==> src/rtl/y86_seq_ctrl.sv <==
// Multi-cycle control sequencer for the Simple y86 core: phase FSM, datapath enables, status code and fault halting.
// Optional performance counters are compiled in when Y86_PERF_CNT_EN is defined.
module y86_seq_ctrl #(
  parameter int unsigned TIMEOUT_CYCLES = 255
) (
  input  logic       clk,
  input  logic       rst_n,
  input  logic [3:0] icode,
  input  logic       cnd,
  output logic       imem_req,
  input  logic       imem_ack,
  input  logic       imem_err,
  output logic       dmem_req,
  output logic       dmem_we,
  input  logic       dmem_ack,
  input  logic       dmem_err,
  output logic       ir_load,
  output logic       rf_rd_en,
  output logic       alu_en,
  output logic       cc_load,
  output logic       rf_we_e,
  output logic       rf_we_m,
  output logic       pc_we,
  output logic [1:0] pc_sel,
  output logic [2:0] stat,
  output logic       halted
`ifdef Y86_PERF_CNT_EN
  ,
  output logic [31:0] retired_cnt,
  output logic [31:0] cycle_cnt
`endif
);

  localparam logic [2:0] S_BOOT      = 3'd0;
  localparam logic [2:0] S_FETCH     = 3'd1;
  localparam logic [2:0] S_DECODE    = 3'd2;
  localparam logic [2:0] S_EXECUTE   = 3'd3;
  localparam logic [2:0] S_MEMORY    = 3'd4;
  localparam logic [2:0] S_WRITEBACK = 3'd5;
  localparam logic [2:0] S_PCUPDATE  = 3'd6;
  localparam logic [2:0] S_HALT      = 3'd7;

  localparam logic [2:0] STAT_AOK = 3'd1;
  localparam logic [2:0] STAT_HLT = 3'd2;
  localparam logic [2:0] STAT_ADR = 3'd3;
  localparam logic [2:0] STAT_INS = 3'd4;

  // Timeout fires in the wait cycle that would bring the counter up to the limit.
  localparam logic [7:0] TMO_LAST = 8'(TIMEOUT_CYCLES - 1);

  logic [2:0] state_q, state_d;
  logic [2:0] stat_q, stat_d;
  logic       halted_q, halted_d;
  logic [7:0] wait_q, wait_d;

  function automatic logic uses_mem(input logic [3:0] ic);
    return (ic == 4'h4) || (ic == 4'h5) || (ic == 4'h8) ||
           (ic == 4'h9) || (ic == 4'hA) || (ic == 4'hB);
  endfunction

  function automatic logic mem_write(input logic [3:0] ic);
    return (ic == 4'h4) || (ic == 4'h8) || (ic == 4'hA);
  endfunction

  function automatic logic writes_vale(input logic [3:0] ic, input logic c);
    return (ic == 4'h3) || (ic == 4'h6) || (ic == 4'h8) || (ic == 4'h9) ||
           (ic == 4'hA) || (ic == 4'hB) || ((ic == 4'h2) && c);
  endfunction

  function automatic logic [1:0] next_pc_src(input logic [3:0] ic, input logic c);
    if ((ic == 4'h8) || ((ic == 4'h7) && c)) return 2'd1;
    if (ic == 4'h9) return 2'd2;
    return 2'd0;
  endfunction

  always_comb begin
    state_d = state_q;
    stat_d  = stat_q;
    wait_d  = wait_q;
    case (state_q)
      S_BOOT: begin
        state_d = S_FETCH;
        wait_d  = 8'd0;
      end
      S_FETCH: begin
        if (imem_ack) begin
          if (imem_err) begin
            stat_d  = STAT_ADR;
            state_d = S_HALT;
          end else begin
            state_d = S_DECODE;
          end
        end else if (wait_q == TMO_LAST) begin
          stat_d  = STAT_ADR;
          state_d = S_HALT;
        end else begin
          wait_d = wait_q + 8'd1;
        end
      end
      S_DECODE: begin
        if (icode == 4'h0) begin
          stat_d  = STAT_HLT;
          state_d = S_HALT;
        end else if (icode > 4'hB) begin
          stat_d  = STAT_INS;
          state_d = S_HALT;
        end else begin
          state_d = S_EXECUTE;
        end
      end
      S_EXECUTE: begin
        if (uses_mem(icode)) begin
          state_d = S_MEMORY;
          wait_d  = 8'd0;
        end else begin
          state_d = S_WRITEBACK;
        end
      end
      S_MEMORY: begin
        if (dmem_ack) begin
          if (dmem_err) begin
            stat_d  = STAT_ADR;
            state_d = S_HALT;
          end else begin
            state_d = S_WRITEBACK;
          end
        end else if (wait_q == TMO_LAST) begin
          stat_d  = STAT_ADR;
          state_d = S_HALT;
        end else begin
          wait_d = wait_q + 8'd1;
        end
      end
      S_WRITEBACK: state_d = S_PCUPDATE;
      S_PCUPDATE: begin
        state_d = S_FETCH;
        wait_d  = 8'd0;
      end
      S_HALT:  state_d = S_HALT;
      default: state_d = S_BOOT;
    endcase
    // HALT is only left through reset, so the flag simply tracks entry into it.
    halted_d = (state_d == S_HALT);
  end

  always_ff @(posedge clk or negedge rst_n) begin
    if (!rst_n) begin
      state_q  <= S_BOOT;
      stat_q   <= STAT_AOK;
      halted_q <= 1'b0;
      wait_q   <= 8'd0;
    end else begin
      state_q  <= state_d;
      stat_q   <= stat_d;
      halted_q <= halted_d;
      wait_q   <= wait_d;
    end
  end

  always_comb begin
    imem_req = (state_q == S_FETCH);
    ir_load  = (state_q == S_FETCH) && imem_ack && !imem_err;
    rf_rd_en = (state_q == S_DECODE);
    alu_en   = (state_q == S_EXECUTE);
    cc_load  = (state_q == S_EXECUTE) && (icode == 4'h6);
    dmem_req = (state_q == S_MEMORY);
    dmem_we  = (state_q == S_MEMORY) && mem_write(icode);
    rf_we_e  = (state_q == S_WRITEBACK) && writes_vale(icode, cnd);
    rf_we_m  = (state_q == S_WRITEBACK) && ((icode == 4'h5) || (icode == 4'hB));
    pc_we    = (state_q == S_PCUPDATE);
    pc_sel   = (state_q == S_PCUPDATE) ? next_pc_src(icode, cnd) : 2'd0;
    stat     = stat_q;
    halted   = halted_q;
  end

`ifdef Y86_PERF_CNT_EN
  logic [31:0] retired_cnt_q, retired_cnt_d;
  logic [31:0] cycle_cnt_q, cycle_cnt_d;

  always_comb begin
    retired_cnt_d = retired_cnt_q + ((state_q == S_PCUPDATE) ? 32'd1 : 32'd0);
    cycle_cnt_d   = cycle_cnt_q +
                    (((state_q != S_BOOT) && (state_q != S_HALT)) ? 32'd1 : 32'd0);
  end

  always_ff @(posedge clk or negedge rst_n) begin
    if (!rst_n) begin
      retired_cnt_q <= 32'd0;
      cycle_cnt_q   <= 32'd0;
    end else begin
      retired_cnt_q <= retired_cnt_d;
      cycle_cnt_q   <= cycle_cnt_d;
    end
  end

  assign retired_cnt = retired_cnt_q;
  assign cycle_cnt   = cycle_cnt_q;
`endif

endmodule

==> config.mk <==
export PLATFORM = sky130hd
export DESIGN_NAME = y86_seq_ctrl
export DESIGN_NICKNAME = d
export VERILOG_FILES = /design/src/rtl/y86_seq_ctrl.sv
export SDC_FILE = /design/constraint.sdc
export NUM_CORES = 1
export LEC_CHECK = 0
export CAP_MARGIN = 15
export CORE_ASPECT_RATIO = 0.7
export CORE_UTILIZATION = 49
export CTS_CLUSTER_SIZE = 40
export DETAILED_ROUTE_END_ITERATION = 6
export PLACE_DENSITY = 0.88
export RECOVER_POWER = 50
export SETUP_SLACK_MARGIN = 0.5
export SLEW_MARGIN = 30
export SYNTH_ARGS = -nofsm -noshare
export SYNTH_HDL_FRONTEND = slang
export SYNTH_SLANG_ARGS = --single-unit
==> constraint.sdc <==
create_clock -name clk -period 2.1 [get_ports clk]
set_input_delay 0.42 -clock clk [delete_from_list [all_inputs] [get_ports clk]]
set_output_delay 0.42 -clock clk [all_outputs]
set_load 0.01 [all_outputs]
Yosys cells after proc, flatten, opt, wreduce, memory -nomap -nowiden
Index checks and enable logic that the tools add are counted.

word-level totals
  register bits after elaboration = 15
  bits of input ports = 11
  output and inout bits = 16
  logic and storage cells = 92

cells by class
  add/subtract/negate cells = 1
  order comparisons = 1
  eq/ne operators = 25
  mux-type cells = 30
  reduce and logical (&&, ||, !) cells = 31

operators with widths
  operator             count
  $mux 3               13
  $mux 8               4
  $pmux 8 s4           1
  $pmux 3 s7           1
  $eq 4x3->1 const B   4
  $eq 4x4->1 const B   4
  $eq 3x3->1 const B   5
  $logic_or 1x1->1     15
  $mux 2               6
  $pmux 3 s3           1
  $add 8x1->8 const B  1
  $eq 4x2->1 const B   2
  $eq 8x8->1 const B   1
  $logic_and 1x1->1    8
  $reduce_and 4->1     2
  $eq 3x2->1 const B   2
  $ne 3x2->1 const B   2
  $gt 4x4->1 const B   1
  $logic_not 4->1      1
  $mux 1               4
  $ne 2x2->1 const B   2
  $reduce_bool 4->1    1
  $eq 3x1->1 const B   1
  $logic_not 3->1      1
  5 further kinds      5

Depth between registers and ports, before layout
Gate-level depths: netlist (run 1).

  depth after elaboration = 9
  depth in mapped cells = 7
  mapped depth without buffers = 6

Worst setup path after synthesis (run 1)
No wires, ideal clock.

  path type = input to output
  start point = input port icode[1]
  end point = output port dmem_we
  data arrival time = 1.529 ns
  data required time = 1.680 ns
  setup slack = 0.151 ns
  cell stages on the path = 2
  path buffers = 0
  cell sequence = or3b_4 -> a2111oi_0

between the ends
  longest elaborated chain between the ends = 4
  elaborated cells between the ends (all ways) = 6
  those cells by class = eq/ne: 3; reduce/logical: 3

ends and longest elaborated chain
  item                                             line  source
  start, declared                                  8     input logic [3:0] icode,
  $eq 4x3->1 / $eq 4x4->1 (equally long branches)  62    return (ic == 4'h4) || (ic == 4'h8) || (ic == 4'hA);
  $logic_or 1x1->1                                 62
  $logic_or 1x1->1 *                               62
  $logic_and 1x1->1 *                              167   dmem_we = (state_q == S_MEMORY) && mem_write(icode);
  end, declared                                    14    output logic dmem_we,

Mark *: on every way between the ends. The rest lies on a longest branch, timed or not.

Final worst setup path (run 1)
  start point = register wait_q[2]
  end point = register halted_q, in the netlist halted

between the ends
  longest elaborated chain between the ends = 5
  elaborated cells between the ends (all ways) = 6
  those cells by class = eq/ne: 2; mux: 4

ends and longest elaborated chain
  item                       line     source
  start, declared            54       logic [7:0] wait_q, wait_d;
  start signal, assigned     156      wait_q <= wait_d;
  $eq 8x8->1 *               93, 127
  $mux 3 *                   93, 127
  $mux 3 (on tied branches)  120, 86
  $pmux 3 s7 *               80       case (state_q)
  $eq 3x3->1 *               143      halted_d = (state_d == S_HALT);
  via halted_d               53       logic halted_q, halted_d;
  end signal, assigned       155      halted_q <= halted_d;
  end, declared              53

Mark *: on every way through the listed nets, which the timed path passes. The rest lies on a longest branch.
A chain may end at the register's enable or synchronous reset.

==> results of run 1 <==
logic make-up (layout without fill, tap and decap cells):
family | Yosys count | in the layout | share of synthesized area, %
XOR/XNOR | 1 | 1 | 0.759
flip-flops | 15 | 15 | 32.6
adder cells (fa/ha/maj) | 2 | 2 | 2.17
AO/OA/AOI/OAI | 44 | 44 | 26.2
buffers and inverters | 11 | 77 | 3.69
AND/OR/NAND/NOR | 66 | 67 | 34.5
per-stage QoR:
step | cell area (sq um) | setup WS [ps] | TNS, ps | cells | hold slack [ps]
5_1_grt | 2020 | -57.0 | -60.7 | 238 | 565
3_3_place_gp | 1640 | -533 | -4450 | 214 | 504
6_report | 2020 | 40.5 | 0 | 238 | 554
2_1_floorplan | 1200 | 434 | 0 | 139 | 124
4_1_cts | 1910 | 252 | 0 | 236 | 546
3_5_place_dp | 1640 | -536 | -5210 | 214 | 544
worst max-delay path: stages (launching register included):
cell and delay [ps]:
dfrtp_1 510, and4_1 360, and4_1 440, nor2_1 90, o21a_1 230, a311oi_2 320
registers in the layout, summed over array words and instances, names as in the netlist:
register  cells
state_q       3
stat          3
wait_q        8
halted        1
repair_timing:
item | CTS | global route
gates resized for setup | 102 | 28
hold endpoints to repair | 0 | 0
endpoints found under the setup margin | 29 | 28
pin swaps | 15 | 2
setup buffers | 16 | 2
cloned | 2 | 0
metal layers:
metal	track usage [%]	vias up
li1	-	670
met1	58.7	794
met2	65.3	225
met3	14.8	91
met4	18.6	0
met5	0	-
cells in the mapped netlist (2+ instances only):
cell	count
a21boi_0	2
o211ai_1	3
ha_1	2
o31ai_1	4
inv_1	6
nand4_1	3
a21oi_1	7
nor3_1	2
and4_1	3
o2111ai_1	2
nor2b_1	5
clkbuf_1	3
nand2_1	14
and3b_1	3
nand2b_1	4
o21a_1	2
or3_1	2
dfrtp_1	14
o21ai_0	9
or4_1	7
nand3_1	5
nor2_1	10
worst paths after layout:
check                                 startpoint               endpoint  cells after the start
max                        wait_q[2]$_DFFE_PN0P_       halted$_DFF_PN0_                      5
min                          stat[1]$_DFFE_PN0P_    stat[1]$_DFFE_PN0P_                      1
max reg2reg                wait_q[2]$_DFFE_PN0P_       halted$_DFF_PN0_                      5
min reg2reg                  stat[1]$_DFFE_PN0P_    stat[1]$_DFFE_PN0P_                      1
max in group asynchronous                  rst_n   state_q[1]$_DFF_PN0_                      1
min in group asynchronous                  rst_n  wait_q[4]$_DFFE_PN0P_                      1
final cells by class:
type / instances / area (sq um)
fillers: 78 / 165
well taps: 32 / 40.0
inverters: 6 / 22.5
repair buffers: 67 / 599
multi-input cells: 114 / 957
flip-flops and latches: 15 / 379
clock buffers: 4 / 26.3
power by group through the flow:
| stage | Sequential [uW] | Combinational, uW | Clock, uW |
|---|---|---|---|
| after floorplan | 538 | 722 | 0 |
| after global placement | 568 | 1100 | 0 |
| after detailed placement | 585 | 1150 | 0 |
| after CTS | 550 | 1630 | 164 |
| after global routing | 600 | 2190 | 180 |
| final | 602 | 2100 | 171 |
==> impl_metrics.yaml, run 1 <==
pwr:
  swShare_pct: 49.2
  power_frac_comb_pct: 73.1
  p_switching_uw: 1420
  p_int_uw: 1460
  p_per_area_nw_per_um2: 1420
  vdd.ir_drop.worst_v: 0.000816
  seqPwrFrac_pct: 20.9
  total_power_uw: 2880
  static-leakage-power_uw: 0.000896
  p_clk_share_pct: 5.9
logic_synthesis:
  synth_seq_area_share_pct: 32.6
  synth.top_cell.area_share_pct: 30.4
  synth_edf_count: 0
  synth_area_sq_um: 1150
  yosysUniqueCellTypes: 49
  avgSynthCellArea_sq_um: 8.30
  ys.flop_type: "dfrtp_1"
  syn_nets: 152
  synth-warning-count: 0
  yosysTopAreaCell: "dfrtp_1"
  synthCells: 139
  ys_ff_latch: 15
  async_reset_ff_share_pct: 100
  synthTopCellsByArea: "dfrtp_1 30%, nand2_1 4.6%, or4_1 4.6%"
drt:
  met1_length_mm: 2.31
  met2_length_mm: 2.76
  drc: 0
  dr.pass1.iters: 5
  wl_per_cell_microns: 27.7
  via_per_inst: 7.48
  first_iter_violations: 281
  wl_mm: 6.60
  route.met3.wl_microns: 993
  ant_nets: 0
  highest-signal-layer: "met4"
  dr_total_vias: 1780
clock_tree:
  clk_latency_ps: 300
  ctsHoldBuffers: 0
  cts_buffers: 3
  ctsRootBufferMaster: "clkbuf_4"
  clockBufferDepth: 2
  htreeDepth: 1
  clock_sinks: 15
  clk_pin_slew_ps: 80
  cts_tree: "done"
layout:
  syn2layout_area_growth_pct: 75.5
  fin_util_pct: 92.5
  layout_commonest_cell: "buf_4"
  final_cell_mix: "28 x buf_4, 16 x buf_6, 13 x nand2_1"
  diodes: 0
  finalNetCount: 220
  drive_gt1_share_pct: 48.5
timing:
  worst_slew_pin_slew_ps: 686
  finalSetupViolCount: 0
  timing.fmax_mhz: 486
  finalHoldViolCount: 0
  period_share_pct: 98.1
  min_period_ps: 2060
  rsz0062_at_grt: "true"
  report.final.slew_viol_count: 0
  finClkSkew_ps: 2.94
  slew_headroom_pct: 54.1
setup_path:
  cp.required_ps: 2290
  rrSetupSlack_ps: 40
  crit_path_max_fanout: 6
  end_kind: "flip-flop"
  crit_type: "flip-flop to flip-flop"
  critPathLaunchType: "flip-flop"
  cp_data_arrival_time_ps: 2250
min_path:
  min_path_type: "flip-flop to flip-flop"
global_routing:
  grt_max_degree: 16
  grt_overflow: 0
  grt_use_total_pct: 44.3
  grt_antenna_before_repair: 0
  grt_pass1_vias: 1572
  grt_pass1_wl_mm: 8.00
placement:
  routabilityCongestion: 0.848
  hpwl_mm: 2.67
  io_buffers: 26
run_status:
  status: "finished clean"
die:
  die_h_microns: 42.6
  num_io_pins: 27
  core-area_sq_um: 2190
  start_util_pct: 52.7
  die_w_microns: 60.0
  dieArea_sq_um: 2560
  rows: 14
job:
  cap_violations: 0
Power figures use the tool's default switching activity.
==> run 2: changes to the inputs <==
--- a/config.mk
+++ b/config.mk
@@ -6,13 +6,14 @@
 export NUM_CORES = 1
 export LEC_CHECK = 0
 export CAP_MARGIN = 15
-export CORE_ASPECT_RATIO = 0.7
+export CORE_ASPECT_RATIO = 0.75
 export CORE_UTILIZATION = 49
 export CTS_CLUSTER_SIZE = 40
 export DETAILED_ROUTE_END_ITERATION = 6
 export PLACE_DENSITY = 0.88
 export RECOVER_POWER = 50
 export SETUP_SLACK_MARGIN = 0.5
+export SKIP_LAST_GASP = 1
 export SLEW_MARGIN = 30
 export SYNTH_ARGS = -nofsm -noshare
 export SYNTH_HDL_FRONTEND = slang
==> impl_metrics.yaml, run 2 <==
die:
  die_w_microns: 58.0
  start_util_pct: 54.9
  rows: 14
  die_h_microns: 44.0
  num_io_pins: 27
logic_synthesis:
  synth_edf_count: 0
  synth_top_family_by_area: "simple AND/OR/NAND/NOR gates"
  synth.top_cell.area_share_pct: 30.4
  syn_nets: 152
  synth-compound-area-share_pct: 26.2
  synthAdderAreaFrac_pct: 2.17
  yosysTopAreaCell: "dfrtp_1"
  synth-xor-area-share_pct: 0.759
  ys.flop_type: "dfrtp_1"
  async_reset_ff_share_pct: 100
  synthTopCellsByArea: "dfrtp_1 30%, nand2_1 4.6%, or4_1 4.6%"
  synth_seq_area_share_pct: 32.6
  ys_ff_latch: 15
  yosys-top-cells-count: "14 x dfrtp_1, 14 x nand2_1, 10 x nor2_1"
  yosys.area_share.simple_pct: 34.5
  synth_area_sq_um: 1150
  synth-warning-count: 0
  avgSynthCellArea_sq_um: 8.30
  synthMuxAreaShare_pct: 0
  yosysUniqueCellTypes: 49
  synthCells: 139
run_status:
  lastStage: "5_1_grt"
  error_line: "[ERROR DPL-0038] Utilization greater than 100%, impossible to legalize"
  status: "did not finish"
timing:
  grt-worst-endpoint: "pc_sel[1]"
  worstEndpointType: "primary output"
placement:
  io_buffers: 26
  place_ws_ps: -591
  hpwl_mm: 2.78
  routabilityCongestion: 0.892
clock_tree:
  cts_buffers: 3
  htreeDepth: 1
  ctsHoldBuffers: 0
  ctsRootBufferMaster: "clkbuf_4"
  clockBufferDepth: 2
  clock_sinks: 15
global_routing:
  grt_max_degree: 16
[run 2: cell counts after synthesis]
Identical to the previous run, type by type.
[run 2: repair_timing]
item                                   4_1_cts
pin swaps                                   23
endpoints found under the hold margin        0
setup endpoints to repair                   29
buffers inserted                            23
gates resized for setup                    115
[run 2: logic make-up after synthesis]
family                     after synthesis
AOI/OAI and AO/OA                       44
DFF                                     15
xor gates and xnor gates                 1
adders and majority gates                2
buffers and inverters                   11
and+or+nand+nor                         66
[run 2: stage by stage]
stage | utilization, % | setup TNS, ps | cells | instance area (sq um) | hold WS, ps
3_3_place_gp | 77.5 | -4340 | 206 | 1630 | 510
2_1_floorplan | - | 0 | 139 | 1200 | 124
3_5_place_dp | 77.5 | -5450 | 206 | 1630 | 525
4_1_cts | 91.7 | 0 | 233 | 1930 | 543
==> run 3: changes to the inputs <==
--- a/config.mk
+++ b/config.mk
@@ -6,13 +6,11 @@
 export NUM_CORES = 1
 export LEC_CHECK = 0
 export CAP_MARGIN = 15
-export CORE_ASPECT_RATIO = 0.75
-export CORE_UTILIZATION = 49
-export CTS_CLUSTER_SIZE = 40
+export CORE_AREA = 2 2 63 65
 export DETAILED_ROUTE_END_ITERATION = 6
-export PLACE_DENSITY = 0.88
+export DIE_AREA = 0 0 65 67
+export PLACE_DENSITY_LB_ADDON = 0.15
 export RECOVER_POWER = 50
-export SETUP_SLACK_MARGIN = 0.5
 export SKIP_LAST_GASP = 1
 export SLEW_MARGIN = 30
 export SYNTH_ARGS = -nofsm -noshare
==> impl_metrics.yaml, run 3 (synthesized netlist as in run 1, its figures left out) <==
layout:
  stdcell_count: 240
  diodes: 0
  syn2layout_area_growth_pct: 49.7
  fin_area_sq_um: 1730
  n_fill_cell: 363
  layout_commonest_cell: "buf_4"
  regArea_sq_um: 380
  largest_reg_flops: 8
  multi_input_area_sq_um: 762
  drive_gt1_share_pct: 26.0
  final_cell_mix: "27 x buf_4, 14 x nand2_1, 11 x dfrtp_1, 11 x clkdlybuf4s50_1, 10 x nor2_1"
  finalNetCount: 206
  top_register: "wait_q"
setup_path:
  rrSetupSlack_ps: 140
  cp_data_arrival_time_ps: 1650
  timing.rr.start: "state_q[0]$_DFF_PN0_"
  crit_path_max_fanout: 7
  crit_type: "flip-flop to output pin"
  critPathLaunch: "state_q[0]$_DFF_PN0_"
  cp.required_ps: 1680
  end_kind: "output pin"
  critPathLaunchType: "flip-flop"
timing:
  finalHoldViolCount: 0
  layout_setup_ws_ps: 25.4
  worst_slew_pin_slew_ps: 714
  period_share_pct: 98.8
  slew_headroom_pct: 52.2
  report.final.slew_viol_count: 0
  rsz0062_at_grt: "true"
  finClkSkew_ps: 2.67
  hold_ws_ps: 527
  min_period_ps: 2070
  finalSetupViolCount: 0
  timing.fmax_mhz: 482
drt:
  met1_length_mm: 1.47
  wl_mm: 3.35
  dr_total_vias: 1271
  ant_nets: 0
  via_per_inst: 5.30
  route.met3.wl_microns: 84
  met2_length_mm: 1.76
  drc: 0
  highest-signal-layer: "met4"
  first_iter_violations: 65
  dr.pass1.iters: 4
  wl_per_cell_microns: 14.0
global_routing:
  grt_pass1_vias: 1267
  grt_max_degree: 17
  grt_antenna_before_repair: 0
  grt_overflow: 0
  grt_pass1_wl_mm: 5.62
  grt_use_total_pct: 16.7
run_status:
  status: "finished clean"
die:
  dieArea_sq_um: 4360
  die_h_microns: 67
  core-area_sq_um: 3610
  die_w_microns: 65
  rows: 22
  num_io_pins: 27
  start_util_pct: 32.0
pwr:
  vdd.ir_drop.worst_v: 0.000512
  p_per_area_nw_per_um2: 1180
  static-leakage-power_uw: 0.000775
  swShare_pct: 42.4
  p_clk_share_pct: 11.6
  power_frac_comb_pct: 59.3
  seqPwrFrac_pct: 29.2
  total_power_uw: 2040
  p_int_uw: 1170
  p_switching_uw: 863
clock_tree:
  clockBufferDepth: 2
  clk_pin_slew_ps: 60
  clock_sinks: 15
  clk_latency_ps: 250
  ctsHoldBuffers: 0
  htreeDepth: 1
  cts_tree: "done"
  ctsRootBufferMaster: "clkbuf_8"
  cts_buffers: 3
placement:
  hpwl_mm: 2.59
  io_buffers: 26
  routabilityCongestion: 0.859
  placed_area_sq_um: 1640
  place_inst: 233
  place_ws_ps: -644
min_path:
  min_path_type: "flip-flop to flip-flop"
  hold_start: "stat[1]$_DFFE_PN0P_"
job:
  cap_violations: 0
run 3: cell type report:
type	count	share of cell area, %
Clock buffer	4	2.61
Inverter	6	1.30
Multi-Input combinational cell	113	44.1
Sequential cell	15	22.0
Tap cell	48	3.48
Timing Repair Buffer	54	26.4
run 3: what timing repair did:
item / 4_1_cts / 5_1_grt
resized for setup: 27 / 12
endpoints found under the setup margin: 13 / 9
setup buffers: 0 / 3
pin swaps: 1 / 0
run 3: stage by stage:
| stage | utilization (%) | setup TNS [ps] |
|---|---|---|
| floorplan | - | 0 |
| global placement | 45.5 | -5620 |
| detailed placement | 45.5 | -5890 |
| CTS | 47.0 | -96.8 |
| global route | 47.9 | -39.1 |
| finish | 47.9 | 0 |
run 3: power by group through the flow:
| stage | Sequential (uW) | Clock (uW) | Combinational [uW] |
|---|---|---|---|
| after floorplan | 536 | 0 | 676 |
| after global routing | 618 | 255 | 1340 |
| final | 593 | 236 | 1210 |
| after CTS | 583 | 239 | 1140 |
| after detailed placement | 582 | 0 | 1130 |
| after global placement | 574 | 0 | 1110 |
run 3: worst paths after layout:
check                                   endpoint  cells past startpoint
min reg2reg                  stat[1]$_DFFE_PN0P_                      1
min                          stat[1]$_DFFE_PN0P_                      1
max reg2reg                wait_q[6]$_DFFE_PN0P_                      6
min in group asynchronous  wait_q[3]$_DFFE_PN0P_                      1
max in group asynchronous   state_q[2]$_DFF_PN0_                      1
max                                        pc_we                      4
run 3: critical path, stage by stage, from the launching register on:
cell and delay (ps):
dfrtp_2 460, nand3b_1 210, buf_4 170, inv_1 50
clkdlybuf4s50_1 520
run 3: routing by layer:
layer  vias to the layer above  track usage [%]
li1                        642                -
met1                       604             19.0
met2                        21             32.9
met3                         4             1.52
met4                         0             4.79
met5                         -                0
